--- src/rtl/lfsr_uart_streamer.sv ---
// lfsr_uart_streamer: Galois LFSR word generator feeding a word FIFO that is
// drained by a byte-serialising 8N1 UART transmitter, all on clk_50.
module lfsr_uart_streamer #(
   parameter int                LFSR_W     = 16,
   parameter logic [LFSR_W-1:0] TAPS       = 16'hB400,
   parameter logic [LFSR_W-1:0] SEED       = 16'hACE1,
   parameter int                FIFO_DEPTH = 16,
   parameter int                GEN_DIV    = 6_250_000,
   parameter int                BAUD_DIV   = 434
) (
   input  logic                          clk_50,
   input  logic                          clr_n,
   input  logic                          enable,
   input  logic                          mode,
   input  logic                          step,
   output logic [LFSR_W-1:0]             lfsr_out,
   output logic                          fifo_full,
   output logic                          fifo_empty,
   output logic [$clog2(FIFO_DEPTH):0]   fifo_count,
   output logic [7:0]                    drop_cnt,
   output logic                          tx,
   output logic                          tx_busy
);

   localparam int AW     = $clog2(FIFO_DEPTH);
   localparam int GW     = (GEN_DIV > 1) ? $clog2(GEN_DIV) : 1;
   localparam int BW     = (BAUD_DIV > 1) ? $clog2(BAUD_DIV) : 1;
   localparam int NBYTES = LFSR_W / 8;

   typedef enum logic [2:0] {S_IDLE, S_LOAD, S_START, S_DATA, S_STOP} state_t;

   // ---------------- generation side ----------------
   logic [GW-1:0]     gen_cnt_reg;
   logic              step_q_reg;
   logic [LFSR_W-1:0] lfsr_reg;
   logic [LFSR_W-1:0] lfsr_shift;
   logic [LFSR_W-1:0] lfsr_nxt;
   logic              gen_tick;
   logic              advance;

   assign gen_tick = (gen_cnt_reg == GW'(GEN_DIV - 1));
   // Step mode reacts only to the 0->1 transition of the step level.
   assign advance  = enable & (mode ? (step & ~step_q_reg) : gen_tick);

   // Galois shift; an all-zero result would lock up, so reload the seed instead.
   always_comb begin
      lfsr_shift = (lfsr_reg >> 1) ^ (lfsr_reg[0] ? TAPS : '0);
      lfsr_nxt   = (lfsr_shift == '0) ? SEED : lfsr_shift;
   end

   // Free-run divider (parked at 0 unless free-running), step edge register, LFSR state.
   always_ff @(posedge clk_50 or negedge clr_n) begin
      if (!clr_n) begin
         gen_cnt_reg <= '0;
         step_q_reg  <= 1'b0;
         lfsr_reg    <= SEED;
      end else begin
         step_q_reg <= step;
         if (!enable || mode || gen_tick)
            gen_cnt_reg <= '0;
         else
            gen_cnt_reg <= gen_cnt_reg + 1'b1;
         if (advance)
            lfsr_reg <= lfsr_nxt;
      end
   end

   assign lfsr_out = lfsr_reg;

   // ---------------- word FIFO ----------------
   logic [LFSR_W-1:0] mem [FIFO_DEPTH];
   logic [LFSR_W-1:0] rd_data_reg;
   logic [AW-1:0]     wr_ptr_reg;
   logic [AW-1:0]     rd_ptr_reg;
   logic [AW:0]       count_reg;
   logic [7:0]        drop_reg;
   logic              push;
   logic              pop;
   logic              drop;
   state_t            state_reg;
   state_t            state_next;

   assign fifo_full  = (count_reg == (AW+1)'(FIFO_DEPTH));
   assign fifo_empty = (count_reg == '0);
   assign fifo_count = count_reg;
   assign drop_cnt   = drop_reg;

   // The transmitter pops only from IDLE and never from an empty FIFO; a pop
   // in the same cycle frees the slot a push into a full FIFO needs.
   assign pop  = (state_reg == S_IDLE) && !fifo_empty;
   assign push = advance && (!fifo_full || pop);
   assign drop = advance && fifo_full && !pop;

   // Storage array with registered read: popped word is valid the next cycle.
   // When full with push+pop the pointers coincide and the read returns the old word.
   always_ff @(posedge clk_50) begin
      if (push)
         mem[wr_ptr_reg] <= lfsr_nxt;
      if (pop)
         rd_data_reg <= mem[rd_ptr_reg];
   end

   // Pointers (wrap naturally at the power-of-two depth), occupancy, saturating drop count.
   always_ff @(posedge clk_50 or negedge clr_n) begin
      if (!clr_n) begin
         wr_ptr_reg <= '0;
         rd_ptr_reg <= '0;
         count_reg  <= '0;
         drop_reg   <= '0;
      end else begin
         if (push)
            wr_ptr_reg <= wr_ptr_reg + 1'b1;
         if (pop)
            rd_ptr_reg <= rd_ptr_reg + 1'b1;
         case ({push, pop})
            2'b10:   count_reg <= count_reg + 1'b1;
            2'b01:   count_reg <= count_reg - 1'b1;
            default: count_reg <= count_reg;
         endcase
         if (drop && (drop_reg != 8'hFF))
            drop_reg <= drop_reg + 1'b1;
      end
   end

   // ---------------- UART transmitter ----------------
   logic [BW-1:0]     baud_cnt_reg, baud_cnt_next;
   logic [2:0]        bit_idx_reg, bit_idx_next;
   logic [1:0]        byte_idx_reg, byte_idx_next;
   logic [LFSR_W-1:0] word_reg, word_next;
   logic              baud_end;

   assign baud_end = (baud_cnt_reg == BW'(BAUD_DIV - 1));

   // Transmitter state and datapath registers.
   always_ff @(posedge clk_50 or negedge clr_n) begin
      if (!clr_n) begin
         state_reg    <= S_IDLE;
         baud_cnt_reg <= '0;
         bit_idx_reg  <= '0;
         byte_idx_reg <= '0;
         word_reg     <= '0;
      end else begin
         state_reg    <= state_next;
         baud_cnt_reg <= baud_cnt_next;
         bit_idx_reg  <= bit_idx_next;
         byte_idx_reg <= byte_idx_next;
         word_reg     <= word_next;
      end
   end

   // Next-state and line decode; the word is shifted right one bit per data
   // bit, so after eight bits the next byte already sits at the bottom.
   always_comb begin
      state_next    = state_reg;
      baud_cnt_next = baud_cnt_reg;
      bit_idx_next  = bit_idx_reg;
      byte_idx_next = byte_idx_reg;
      word_next     = word_reg;
      tx            = 1'b1;
      tx_busy       = 1'b1;
      case (state_reg)
         S_IDLE: begin
            tx_busy = 1'b0;
            if (!fifo_empty)
               state_next = S_LOAD;
         end
         S_LOAD: begin
            word_next     = rd_data_reg;
            byte_idx_next = '0;
            bit_idx_next  = '0;
            baud_cnt_next = '0;
            state_next    = S_START;
         end
         S_START: begin
            tx = 1'b0;
            if (baud_end) begin
               baud_cnt_next = '0;
               bit_idx_next  = '0;
               state_next    = S_DATA;
            end else begin
               baud_cnt_next = baud_cnt_reg + 1'b1;
            end
         end
         S_DATA: begin
            tx = word_reg[0];
            if (baud_end) begin
               baud_cnt_next = '0;
               word_next     = word_reg >> 1;
               if (bit_idx_reg == 3'd7)
                  state_next = S_STOP;
               else
                  bit_idx_next = bit_idx_reg + 1'b1;
            end else begin
               baud_cnt_next = baud_cnt_reg + 1'b1;
            end
         end
         S_STOP: begin
            tx = 1'b1;
            if (baud_end) begin
               baud_cnt_next = '0;
               if (byte_idx_reg == 2'(NBYTES - 1)) begin
                  state_next = S_IDLE;
               end else begin
                  byte_idx_next = byte_idx_reg + 1'b1;
                  state_next    = S_START;
               end
            end else begin
               baud_cnt_next = baud_cnt_reg + 1'b1;
            end
         end
         default: state_next = S_IDLE;
      endcase
   end

endmodule

--- config.mk ---
export PLATFORM = sky130hd
export DESIGN_NAME = lfsr_uart_streamer
export DESIGN_NICKNAME = d
export VERILOG_FILES = /design/src/rtl/lfsr_uart_streamer.sv
export SDC_FILE = /design/constraint.sdc
export NUM_CORES = 1
export LEC_CHECK = 0
export BUFFER_PORTS_ARGS = -buffer_cell sky130_fd_sc_hd__buf_2
export CAP_MARGIN = 30
export CORE_ASPECT_RATIO = 1.2
export CORE_MARGIN = 4
export CORE_UTILIZATION = 65
export CTS_BUF_LIST = sky130_fd_sc_hd__clkbuf_8
export DETAILED_ROUTE_END_ITERATION = 8
export HOLD_SLACK_MARGIN = 0.12
export PLACE_DENSITY = 0.82
export SETUP_SLACK_MARGIN = 0.02
export SLEW_MARGIN = 20
export SYNTH_ARGS = -nofsm -noshare
export SYNTH_HDL_FRONTEND = slang
export SYNTH_SLANG_ARGS = --single-unit
--- constraint.sdc ---
create_clock -name clk_50 -period 7.7 [get_ports clk_50]
set_input_delay 0.77 -clock clk_50 [delete_from_list [all_inputs] [get_ports clk_50]]
set_output_delay 0.77 -clock clk_50 [all_outputs]
set_load 0.05 [all_outputs]
; ---- Word-level counts from Yosys, hierarchy flattened
; Memory sizes are Yosys's and may differ from the RTL's. A register that Yosys moved wholly into a read port is not among the register bits.
; Index checks and enable logic that the tools add are counted.
[word_totals]
reg_bits = 94
ramBits = 256
out_inout_bits = 33
mem_count = 1
[classes]
add_sub_neg = 9
eq_ne = 19
mux = 27
bitwise = 4
n_reduce_logical = 25
[mem_list]
columns = name, depth, word_bits, read_ports, rd_ports_with_merged_regs, write_ports, line
row1 = mem, 16, 16, 1, 1, 1, 71  ; logic [LFSR_W-1:0] mem [FIFO_DEPTH];
[op_table]
columns = operator, count
row1 = 16-bit two-way mux, 3
row2 = 16-bit case mux with 2 select lines, 1
row3 = 3-bit two-way mux, 8
row4 = 23-bit by 1-bit adder with 23-bit output (second input constant), 1
row5 = 23-bit == test (second input constant), 1
row6 = 23-bit two-way mux, 1
row7 = 9-bit case mux with 2 select lines, 1
row8 = 16-bit logical NOT, 1
row9 = 15-bit by 16-bit XOR with 16-bit output, 1
row10 = 3-bit case mux with 5 select lines, 1
row11 = 2-bit inequality test (second input constant), 7
row12 = 5-bit case mux with 2 select lines, 1
row13 = 9-bit by 1-bit adder with 9-bit output (second input constant), 1
row14 = 9-bit == test (second input constant), 1
row15 = 9-bit two-way mux, 1
row16 = 3-bit case mux with 3 select lines, 1
row17 = 4-bit by 1-bit adder with 4-bit output (second input constant), 2
row18 = 8-bit by 1-bit adder with 8-bit output (second input constant), 1
row19 = 8-bit inequality test (second input constant), 1
row20 = 2-bit nonzero test, 4
row21 = 3-bit by 2-bit == test with 1-bit output (second input constant), 2
row22 = 3-bit == test (second input constant), 2
row23 = 2-bit two-way mux, 3
row24 = 5-bit by 1-bit adder with 5-bit output (second input constant), 1
row25 = 23 further kinds, 37

; ---- Logic depth before layout (Yosys ltp)
[depth]
ltp_word = 7
mapped_depth = 12

; ---- Least setup slack after synthesis
; OpenSTA, ideal clock, no wires.
[synth_timing]
path_type = input to register
from = input mode
to = memory mem[0][0] (enable)
setup_ns = 0.409
arrival_ns = 3.117
required_ns = 7.291
setup_slack_ns = 4.173
stages = 6
path_buffers = 1
cell_sequence = nand2b_1 -> or4_4 -> o21ai_4 -> buf_4 -> nand3_1 -> nor3_1
[synth_between]
elab_chain_cells = 5
[synth_rtl]
columns = item, line
row1 = start: declaration, 14  ; input logic mode,
row2 = 1-bit two-way mux, 43  ; assign advance = enable & (mode ? (step & ~step_q_reg) : gen_tick);
row3 = 1-bit bitwise AND, 43
row4 = 1-bit logical AND, 91  ; assign push = advance && (!fifo_full || pop);
row5 = 1-bit two-way mux, 97  ; if (push)
row6 = 1-bit two-way mux (implied by the code), 98  ; mem[wr_ptr_reg] <= lfsr_nxt;
row7 = end: declaration, 71
; No other way between the ends.

; ---- Final worst setup path
[layout_timing]
from = register gen_cnt_reg[0]
to = memory mem[12][13] (enable)
[layout_between]
elab_chain_cells = 6
[layout_rtl]
columns = item, line
row1 = start: declaration, 33  ; logic [GW-1:0] gen_cnt_reg;
row2 = start signal: assignment, 62  ; gen_cnt_reg <= gen_cnt_reg + 1'b1;
row3 = 23-bit == test, 41  ; assign gen_tick = (gen_cnt_reg == GW'(GEN_DIV - 1));
row4 = 1-bit two-way mux, 43
row5 = 1-bit bitwise AND, 43
row6 = 1-bit logical AND, 91
row7 = 1-bit two-way mux, 97
row8 = 1-bit two-way mux (implied by the code), 98
; No other way between the ends.

==> impl_results.md <==
- Status: finished, final reports clean
- Placer Congestion: 0.8810
- Fmax: 305.9 MHz
- Post-Syn Area: 14900 µm²
- Final Instance Count excl. Fillers: roughly 1300
- CP bufs+invs: 1
- Sequential-to-total area share from yosys stat: 0.7066
- Die width: 146.2 µm
- Worst EP arrival: 3.46 ns
- Final hold vios: 0
- DP Worst Slack: 4.126 ns
- Synthesized net count: 872
- Period minus WS final: 3.269 ns
- # setup viols final: 0
- Drt pass-1 iters: 5
- Top cell type's share of synthesized area: 0.5481
- Largest net degree at the start of global routing: 68
- Crit path required time: 7.89 ns
- Hold_buf cts: 0
- Final Skew: 0.02041 ns
- Crit path max fanout: 34
- Clk slew on worst S/H paths: roughly 0.06 ns
- Synth Flop Type: edfxtp_1
- # IOs: 38
- Worst Setup Path Type: flip-flop to flip-flop
- Post-Route Setup TNS: 0 ns
- Slowest-stage cell, CP: nor2_2
- Worst Hold Class: input pin to asynchronous set/reset pin
- Crit-path max cell delay: between 0.7 and 0.8 ns
- Synth Instances: 854
- Overall power: 4.807 mW
- DRC viols: 0
- Worst Slack Setup Final: 4.431 ns
- Clk Latency, worst-skew pair: 0.58 ns
- Die ar.: 25420 µm²
- Cell Rows: 60
- CTS tree: built
- Longest Clk Path Bufs: 3
- Vias in the first global route: approximately 8400
- CTS Buf Count: between 50 and 60
- Hold WS: 0.1902 ns
- Worst reg-to-reg setup slack: between 4 and 5 ns
- Yosys warnings: 0
- Setup Fix Bufs, Post-CTS: 0
- Area grow syn2layout: 10.83%
- Diodes inserted: 0
- Initial antenna violation count: 1
- Leak: between 6 and 7 nW
- RSZ-0062 raised after global routing: false
- Post-synth top area cell: edfxtp_1
- All-Layer GR Usage: 0.2582
- Core ar.: 22520 µm²
- Critical Path End Type: flip-flop
- First-pass GRT wire length: ~50000 µm
- Peak supply drop: 0.0001827 V
- Clock root cell: clkbuf_8
- Gr ovfl total: 0
- Cell chain of the critical path: ha_1 -> nand3_2 -> or4_4 -> o21ai_4 -> buf_4 -> nand3_1 -> nor2_2
- Max-cap viol count: 0
- Synth top area cells: edfxtp_1 55%, dfrtp_1 14%, mux4_2 12%, xnor2_1 1.7%, mux2_2 1.4%
- # H-tree levels: 2
- Starting Density: 0.6617
- Average size of a mapped cell: 17.45 µm²
- WL/cell: ~26 µm
- Nets: 944
- Initial drt markers: roughly 760
- Vias per std cell: approximately 6.5
- Yosys cell types: 54
- IO Port Bufs: 37
- Power per cell area: approximately 290 nW/µm²
- Drt total wl: 31910 µm
- Period utilisation layout: 0.4245
- Layout cells sized above 1: 0.2657
- Inst Count DP: ~1100
- HPWL Detailed: 20560 µm
- Count of state elements after synthesis: ~370
- Largest register FFs: 256
- Die Ht: 173.9 µm
- Asr flop ratio synth: 0.2568
- Slew HR: 0.3630
- Clock sink count: 366
- Family with the most delay on the worst path: simple AND/OR/NAND/NOR gates
- DRT antenna net count: 0
- Filler cell count: 1285
- Via count: 8141
- Worst-Margin Slew: 0.9555 ns
- Post-CTS Resized: 0
- Max-slew violation count: 0
- EDFF count, synth: 272
- Setup crit start kind: flip-flop
cells by family after synthesis:
family,count (synthesis),synth area share
flip-flops,366,0.7066
AND/OR/NAND/NOR,198,0.06683
multiplexers,120,0.1494
AO/OA/AOI/OAI,60,0.02569
buffers and inverters,55,0.01587
XOR/XNOR,42,0.02468
adder cells (fa/ha/maj),13,0.01091
Yosys cell counts (2+ instances only):
| cell | n |
|---|---|
| edfxtp_1 | 272 |
| dfrtp_1 | 86 |
| mux4_2 | 80 |
| nor2_1 | 53 |
| nand2_1 | 42 |
| o21ai_0 | 33 |
| xnor2_1 | 29 |
| clkbuf_1 | 25 |
| nand3_1 | 24 |
| mux2i_1 | 20 |
| mux2_2 | 19 |
| and3_1 | 15 |
| ha_1 | 13 |
| xor2_1 | 13 |
| nor3_1 | 12 |
| buf_2 | 11 |
| inv_1 | 9 |
| nand4_1 | 9 |
| dfstp_2 | 8 |
| nor4_1 | 8 |
| or2_2 | 8 |
| a21oi_1 | 6 |
| buf_1 | 6 |
| nand2b_1 | 5 |
| nor2b_1 | 4 |
| nand3_2 | 3 |
| nand4b_1 | 3 |
| o41ai_1 | 3 |
| a211oi_1 | 2 |
| a22o_1 | 2 |
| and2_1 | 2 |
| and4_1 | 2 |
| buf_4 | 2 |
| o21a_1 | 2 |
| o22ai_1 | 2 |
| o31ai_1 | 2 |
| or3_1 | 2 |
placed cells by master, fill, tap and decap left out, types with 7 or more instances in the layout:
cell	instances
nand2_1	42
mux2_2	19
dfrtp_1	84
xor2_1	13
o21ai_0	32
clkbuf_8	55
clkinv_2	7
and3_1	15
mux2i_1	20
buf_2	36
edfxtp_1	272
nor4_1	8
nand3_1	24
nand4_1	9
buf_4	23
inv_1	31
mux4_2	80
dfstp_2	8
ha_1	13
xnor2_1	29
clkinv_1	13
or2_2	8
nor3_1	8
nor2_1	52
worst register-to-register path, stage by stage (launching register included):
cell and delay, ns:
dfrtp_1 0.39, ha_1 0.23, nand3_2 0.12, or4_4 0.54, o21ai_4 0.12, buf_4 0.39, nand3_1 0.35, nor2_2 0.75
final timing paths:
kind,depth (start not counted),start,to
min in group clk_50,1,step,step_q_reg
worst min-delay path,1,clr_n,gen_cnt_reg[7]
max in group asynchronous,2,clr_n,rd_ptr_reg[1]
worst max-delay path,7,gen_cnt_reg[0],mem[12][13]
worst min register to register,1,gen_cnt_reg[0],gen_cnt_reg[0]
worst max register to register,7,gen_cnt_reg[0],mem[12][13]
power by group:
group	internal (mW)	switching, mW	leakage, nW
clock network	0.765	0.716	0.603
logic	0.156	0.533	1.83
registers	2.45	0.188	3.62
total	3.37	1.44	6.06
through the flow:
stage          instance area, µm²  utilization
5_1_grt                     16520       0.7334
2_1_floorplan               14900            -
4_1_cts                     16510       0.7331
3_3_place_gp                15440       0.6854
6_report                    16520       0.7334
3_5_place_dp                15490       0.6877
cell type report:
| type | instances | area, µm² | share of cell area |
|---|---|---|---|
| Inverter | 9 | 33.78 | 0.002045 |
| Tap cell | 279 | 349.1 | 0.02113 |
| Clock buffer | 55 | 757.0 | 0.04583 |
| Multi-Input combinational cell | 433 | 4175 | 0.2528 |
| Timing Repair Buffer | 62 | 402.9 | 0.02439 |
| Clock inverter | 46 | 264.0 | 0.01598 |
| Sequential cell | 366 | 10540 | 0.6378 |
per-layer routing:
metal,track usage,share of wire,vias to the layer above
met5,0,0.00056,-
li1,-,-,3479
met2,0.4362,0.52,390
met4,0.09059,0.032,2
met1,0.3420,0.37,4207
met3,0.04916,0.073,63
No activity file was read; power rests on OpenSTA's default activity.
